$ cat src/rtl/dmem_access_unit.sv
// dmem_access_unit: memory-stage FSM turning one-cycle load/store requests into a req/ack
// memory handshake, with pipeline stall, misalignment detection, bus timeout and access count.
module dmem_access_unit #(
    parameter int ADDR_W  = 32,
    parameter int DATA_W  = 32,
    parameter int TIMEOUT = 16
) (
    input  logic              clk_i,
    input  logic              rst_i,
    input  logic              MemRead_i,
    input  logic              MemWrite_i,
    input  logic [ADDR_W-1:0] addr_i,
    input  logic [DATA_W-1:0] wdata_i,
    output logic [DATA_W-1:0] rdata_o,
    output logic              stall_o,
    output logic              misalign_o,
    output logic              bus_err_o,
    output logic              mem_req_o,
    output logic              mem_we_o,
    output logic [ADDR_W-1:0] mem_addr_o,
    output logic [DATA_W-1:0] mem_wdata_o,
    input  logic              mem_ack_i,
    input  logic [DATA_W-1:0] mem_rdata_i,
    output logic [31:0]       access_cnt_o
);
    localparam int CW = (TIMEOUT > 2) ? $clog2(TIMEOUT) : 1;

    typedef enum logic [1:0] {IDLE, WAIT, DONE} state_t;

    state_t            state_q, state_d;
    logic              req_q, req_d, we_q, we_d, err_q, err_d;
    logic [ADDR_W-1:0] addr_q, addr_d;
    logic [DATA_W-1:0] wdata_q, wdata_d, rdata_q, rdata_d;
    logic [31:0]       cnt_q, cnt_d;
    logic [CW-1:0]     tmo_q, tmo_d;
    logic              any_req, acc;

    assign any_req    = MemRead_i | MemWrite_i;
    assign acc        = any_req & (addr_i[1:0] == 2'b00);
    assign misalign_o = any_req & (addr_i[1:0] != 2'b00);
    assign stall_o    = (state_q == IDLE) ? acc : (state_q == WAIT);

    assign rdata_o      = rdata_q;
    assign bus_err_o    = err_q;
    assign mem_req_o    = req_q;
    assign mem_we_o     = we_q;
    assign mem_addr_o   = addr_q;
    assign mem_wdata_o  = wdata_q;
    assign access_cnt_o = cnt_q;

    always_comb begin
        state_d = state_q;
        req_d   = req_q;
        we_d    = we_q;
        err_d   = err_q;
        addr_d  = addr_q;
        wdata_d = wdata_q;
        rdata_d = rdata_q;
        cnt_d   = cnt_q;
        tmo_d   = tmo_q;
        case (state_q)
            IDLE: if (acc) begin
                state_d = WAIT;
                req_d   = 1'b1;
                we_d    = MemWrite_i;
                addr_d  = {addr_i[ADDR_W-1:2], 2'b00};
                wdata_d = wdata_i;
                tmo_d   = '0;
            end
            // ack takes priority over a timeout landing on the same cycle
            WAIT: if (mem_ack_i) begin
                state_d = DONE;
                req_d   = 1'b0;
                cnt_d   = cnt_q + 32'd1;
                rdata_d = we_q ? rdata_q : mem_rdata_i;
            end else if (tmo_q == CW'(TIMEOUT - 1)) begin
                state_d = DONE;
                req_d   = 1'b0;
                err_d   = 1'b1;
                cnt_d   = cnt_q + 32'd1;
                rdata_d = we_q ? rdata_q : '0;
            end else begin
                tmo_d = tmo_q + 1'b1;
            end
            DONE: begin
                state_d = IDLE;
                err_d   = 1'b0;
            end
            default: state_d = IDLE;
        endcase
    end

    always_ff @(posedge clk_i or negedge rst_i) begin
        if (!rst_i) begin
            state_q <= IDLE;
            req_q   <= 1'b0;
            we_q    <= 1'b0;
            err_q   <= 1'b0;
            addr_q  <= '0;
            wdata_q <= '0;
            rdata_q <= '0;
            cnt_q   <= '0;
            tmo_q   <= '0;
        end else begin
            state_q <= state_d;
            req_q   <= req_d;
            we_q    <= we_d;
            err_q   <= err_d;
            addr_q  <= addr_d;
            wdata_q <= wdata_d;
            rdata_q <= rdata_d;
            cnt_q   <= cnt_d;
            tmo_q   <= tmo_d;
        end
    end
endmodule
$ cat config.mk
export PLATFORM = sky130hd
export DESIGN_NAME = dmem_access_unit
export DESIGN_NICKNAME = d
export VERILOG_FILES = /design/src/rtl/dmem_access_unit.sv
export SDC_FILE = /design/constraint.sdc
export NUM_CORES = 1
export LEC_CHECK = 0
export CAP_MARGIN = 20
export CORE_UTILIZATION = 61
export CTS_BUF_LIST = sky130_fd_sc_hd__clkbuf_8
export DETAILED_ROUTE_END_ITERATION = 12
export DONT_BUFFER_PORTS = 1
export PLACE_DENSITY = 0.84
export SLEW_MARGIN = 5
export SYNTH_ARGS = -nofsm -noshare
export SYNTH_HDL_FRONTEND = slang
export SYNTH_SLANG_ARGS = --single-unit
$ cat constraint.sdc
create_clock -name clk_i -period 2.08 [get_ports clk_i]
set_clock_uncertainty 0.1 [all_clocks]
set_input_delay 0.416 -clock clk_i [delete_from_list [all_inputs] [get_ports clk_i]]
set_output_delay 0.416 -clock clk_i [all_outputs]
set_load 0.02 [all_outputs]
======== Yosys cells after proc, flatten, opt, wreduce, memory -nomap -nowiden ========
Index checks and enable logic that the tools add are counted.
storage, ports and cells
  register bits after elaboration ......... 135
  input bits .............................. 101
  logic and storage cells ................. 58
cells by class
  $add $sub $neg .......................... 2
  equality and inequality tests ........... 8
  multiplexer cells ....................... 22
  bitwise gates (word level) .............. 4
  reductions and logical operators ........ 13
operators by type and width
  kind                   count
  $mux 32                6
  $add 32x1->32 const B  1
  $mux 4                 3
  $reduce_and 3->1       3
  $pmux 4 s2             1
  $reduce_bool 2->1      4
  $mux 1                 6
  $mux 2                 3
  $ne 2x2->1 const B     3
  $reduce_and 2->1       3
  $add 4x1->4 const B    1
  $eq 4x4->1 const B     1
  $logic_not 2->1        2
  $pmux 1 s2             2
  $pmux 2 s2             1
  $reduce_and 4->1       1
  $ne 3x2->1 const B     1
  $and 1x1->1            2
  $eq 2x1->1 const B     1
  $eq 2x2->1 const B     1
  $ne 2x1->1 const B     1
  $not 1->1              1
  $or 1x1->1             1

======== Depth between registers and ports, before layout ========
  word-level depth ........................ 4
  depth in mapped cells ................... 7
  mapped depth without buffers ............ 5

======== Least setup slack after synthesis ========
Ideal clock, no wire load.
  path type ............................... reg2out
  from .................................... register state_q[0]
  to ...................................... output stall_o
  arrival ................................. 1.421 ns
  data required time ...................... 1.564 ns
  setup slack ............................. 0.143 ns
  cell stages (with the launch flop) ...... 6
  path buffers ............................ 2
  cells stage by stage .................... dfrtp_1 nor4_1 o21ai_0 buf_2 buf_2 nand2_1
on the way
  word-level cells in the longest chain between the ends .. 2
ends and longest elaborated chain
  item                                                  RTL line  source
  from (decl)                                           30        state_t state_q, state_d;
  from (signal assigned)                                105       state_q <= state_d;
  $eq 2x1->1 / $logic_not 2->1 (equally long branches)  41        assign stall_o = (state_q == IDLE) ? acc : (state_q == WAIT);
  $mux 1 (*)                                            41
  to (decl)                                             15        output logic stall_o,
Mark *: on every way between the ends. The rest lies on a longest branch, timed or not.

======== Final worst setup path ========
Same ends and word-level chain as after synthesis.

==> flow_summary.yaml <==
cts:
  cts_inserted_buffers: 17
  cts_sinks: 135
  insertion_delay_ns: 0.43
  ctsHoldBuffers: 61
  cts_tree: "yes"
  clk_pin_slew_ns: 0.09
  cts_root_buffer: "clkbuf_8"
  clk_path_buf_depth: 2
  htree_num_levels: 4
setup_path:
  r2r-end: "access_cnt_o[24]"
  timing_worst_setup_path_type: "flip-flop to output pin"
  rr_worst_depth: 7
  start_kind: "flip-flop"
  cpMaxStageDelayCell: "dfrtp_1"
  endpoint_kind: "output pin"
  crit_path_cell_trace: "nor4_2 -> buf_4 -> o21ai_4 -> nand2_2 -> buf_6"
  crit_family: "flip-flops"
  cp.required_ns: 1.56
  r2r_start: "tmo_q[0]"
  worst-path-max-fanout: 3
  cpPeakStageDelay_ns: 0.40
  critPathArrivalTime_ns: 1.48
  reg2reg_slack_ns: 0.12
  crit_buf_inv: 2
sta:
  slew_violations: 0
  maxSlewHeadroom: 0.5284
  worst_pin_slew_ns: 0.7051
  holdWs_ns: -0.4362
  finalCriticalPeriod_ns: 2.001
  timing.final.crit_share: 0.9619
  rsz0062_at_grt: "no"
  fmax_ghz: 0.4998
  finalSetupViolCount: 0
  finalHoldViolations: 135
  final.setup.worst_slack_ns: 0.07932
drt:
  wl_met1_um: 5336
  routed_wl_um: 14220
  drcViolationCount: 0
  drt_pass1_iterations: 5
  postRouteAntennaNets: 0
  dr_wl_met3_um: 1260
  routedWlPerCell_um: 18.37
  wl_met2_um: 7221
  vias: 4381
  drt-vias-per-instance: 5.660
  highest_layer: "met4"
  drt_iter0_drc: 207
finish:
  final_core_util: 0.7718
  fillerInstances: 557
  drive_above_1_share: 0.1036
  final_nets: 756
  design_area_sq_um: 6764
  diodes: 0
  area_growth_pct: 22.28
synth:
  netlist_area_sq_um: 5532
  synth.top_cell.area_share: 0.6107
  yosysTopAreaCell: "dfrtp_1"
  synth_area_per_cell_sq_um: 9.554
  yosysSeqAreaShare: 0.6107
  synthDistinctLibCells: 32
  ys_ff_latch: 135
  yosys_warnings: 0
  ys_top_cells_by_area: "dfrtp_1, nand2_1, nand3_1"
  synthCells: 579
placement:
  pre_cts_slack_ns: -0.03855
  gp_congestion: 0.8067
  place_hpwl_um: 8185
  dpl_cell_area_sq_um: 5672
  portBuffers: 0
global_route:
  grt.total_usage: 0.3064
  gr-total-overflow: 0
  grt_pass1_wl_um: 22490
  grt_pass1_vias: 4556
  antenna_found_initial: 0
  grt_max_degree: 136
die:
  io-pin-count: 234
  core_sq_um: 8763
  dieArea_sq_um: 9453
  die_h_um: 97.23
  start_util: 0.6312
  die_w_um: 97.23
  rows: 34
pwr:
  vdd.ir_drop.worst_uv: 634.6
  power_mw: 7.791
  p_leak_nw: 3.427
  p_per_area_nw_per_um2: 1152
outcome:
  failed_checks: "negative hold slack"
  status: "finished with violations"
job:
  cap_violations: 0
min_path:
  worstHoldPathType: "primary input to async pin"
cells in the mapped netlist:
library cell and instances:
nand2_1 265, mux2_2 1, nor2_1 12, nor3_1 5
xnor2_1 25, xor2_1 8, dfrtp_1 135, nand4_1 14
a31oi_4 1, buf_6 2, clkbuf_1 9, nand4b_1 2
nand2b_4 1, o21ai_0 3, mux2i_1 1, nand3b_1 1
and3_1 7, buf_4 8, inv_1 4, o22ai_1 1
and2_1 1, nor4_1 2, nor3_2 1, ha_1 2
or3_1 1, nand3_1 48, and4_1 1, nor2b_1 1
buf_2 13, conb_1 1, nor4_4 2, nor3b_1 1
where the power goes:
group | internal, mW | switching (mW)
clock network | 1.12 | 1.15
logic | 0.443 | 0.649
registers | 3.23 | 1.20
placed cells by master, fill, tap and decap left out, types with 2 or more instances in the layout:
| master | instances |
|---|---|
| nand3_1 | 48 |
| nand4_1 | 14 |
| o21ai_0 | 2 |
| inv_1 | 4 |
| bufinv_16 | 2 |
| dfrtp_1 | 135 |
| nand4b_1 | 2 |
| nor3_1 | 5 |
| buf_4 | 20 |
| conb_1 | 2 |
| dlygate4sd3_1 | 61 |
| xnor2_1 | 24 |
| nand2_1 | 264 |
| and3_1 | 7 |
| clkbuf_8 | 17 |
| inv_8 | 5 |
| nor2_1 | 12 |
| nor4_4 | 2 |
| buf_6 | 3 |
| inv_6 | 5 |
| xor2_1 | 8 |
| nor3_4 | 2 |
registers in the layout, indices dropped and copies added (netlist names):
name and cells:
mem_wdata_o 32, tmo_q 4, access_cnt_o 32, state_q 2, bus_err_o 1, mem_req_o 1, rdata_o 32, mem_addr_o 30
mem_we_o 1
area by class of cell:
cell class | count | area (sq um) | area share
clock buffers | 17 | 234.0 | 0.03459
clock inverters | 15 | 181.4 | 0.02682
flip-flops and latches | 135 | 3378 | 0.4994
inverters | 4 | 15.01 | 0.002220
repair buffers | 85 | 799.5 | 0.1182
well taps | 108 | 135.1 | 0.01998
multi-input cells | 410 | 2021 | 0.2987
how the worst max path moves through the flow:
stage | cells past startpoint | slack (ns) | end | start
final | 5 | 0.08 | stall_o | state_q[0]
after global routing | 7 | 0.001 | access_cnt_o[24] | tmo_q[0]
after CTS | 5 | 0.02 | rdata_o[29] | tmo_q[0]
after detailed placement | 5 | -0.04 | rdata_o[25] | tmo_q[0]
after global placement | 5 | 0.08 | rdata_o[19] | tmo_q[0]
after floorplan | 5 | 0.14 | stall_o | state_q[0]
kinds of logic after synthesis:
group	count (synthesis)	share of synthesized area
AND/OR/NAND/NOR	365	0.2848
flip-flops	135	0.6107
buffers and inverters	36	0.03551
XOR/XNOR	33	0.05225
AO/OA/AOI/OAI	5	0.007690
adder cells (fa/ha/maj)	2	0.004523
multiplexers	2	0.003845
other	1	0.0006779
routing by layer:
layer  track usage  vias to the layer above
li1              -                     1994
met1        0.3478                     2115
met2        0.5238                      233
met3        0.1101                       39
met4        0.1301                        0
met5             0                        -
timing repair:
action                     4_1_cts  5_1_grt
hold endpoints to repair       196      135
buffers inserted                 1        1
setup endpoints to repair       33       23
pin swaps                        2        2
gates cloned                     1        1
resized for setup                2        6
through the flow:
step	TNS, ns	cells
after detailed placement	-0.1338	677
after CTS	0	772
after global routing	0	774
after floorplan	0	580
after global placement	0	677
final	0	774
No activity file was read; power rests on OpenSTA's default activity.
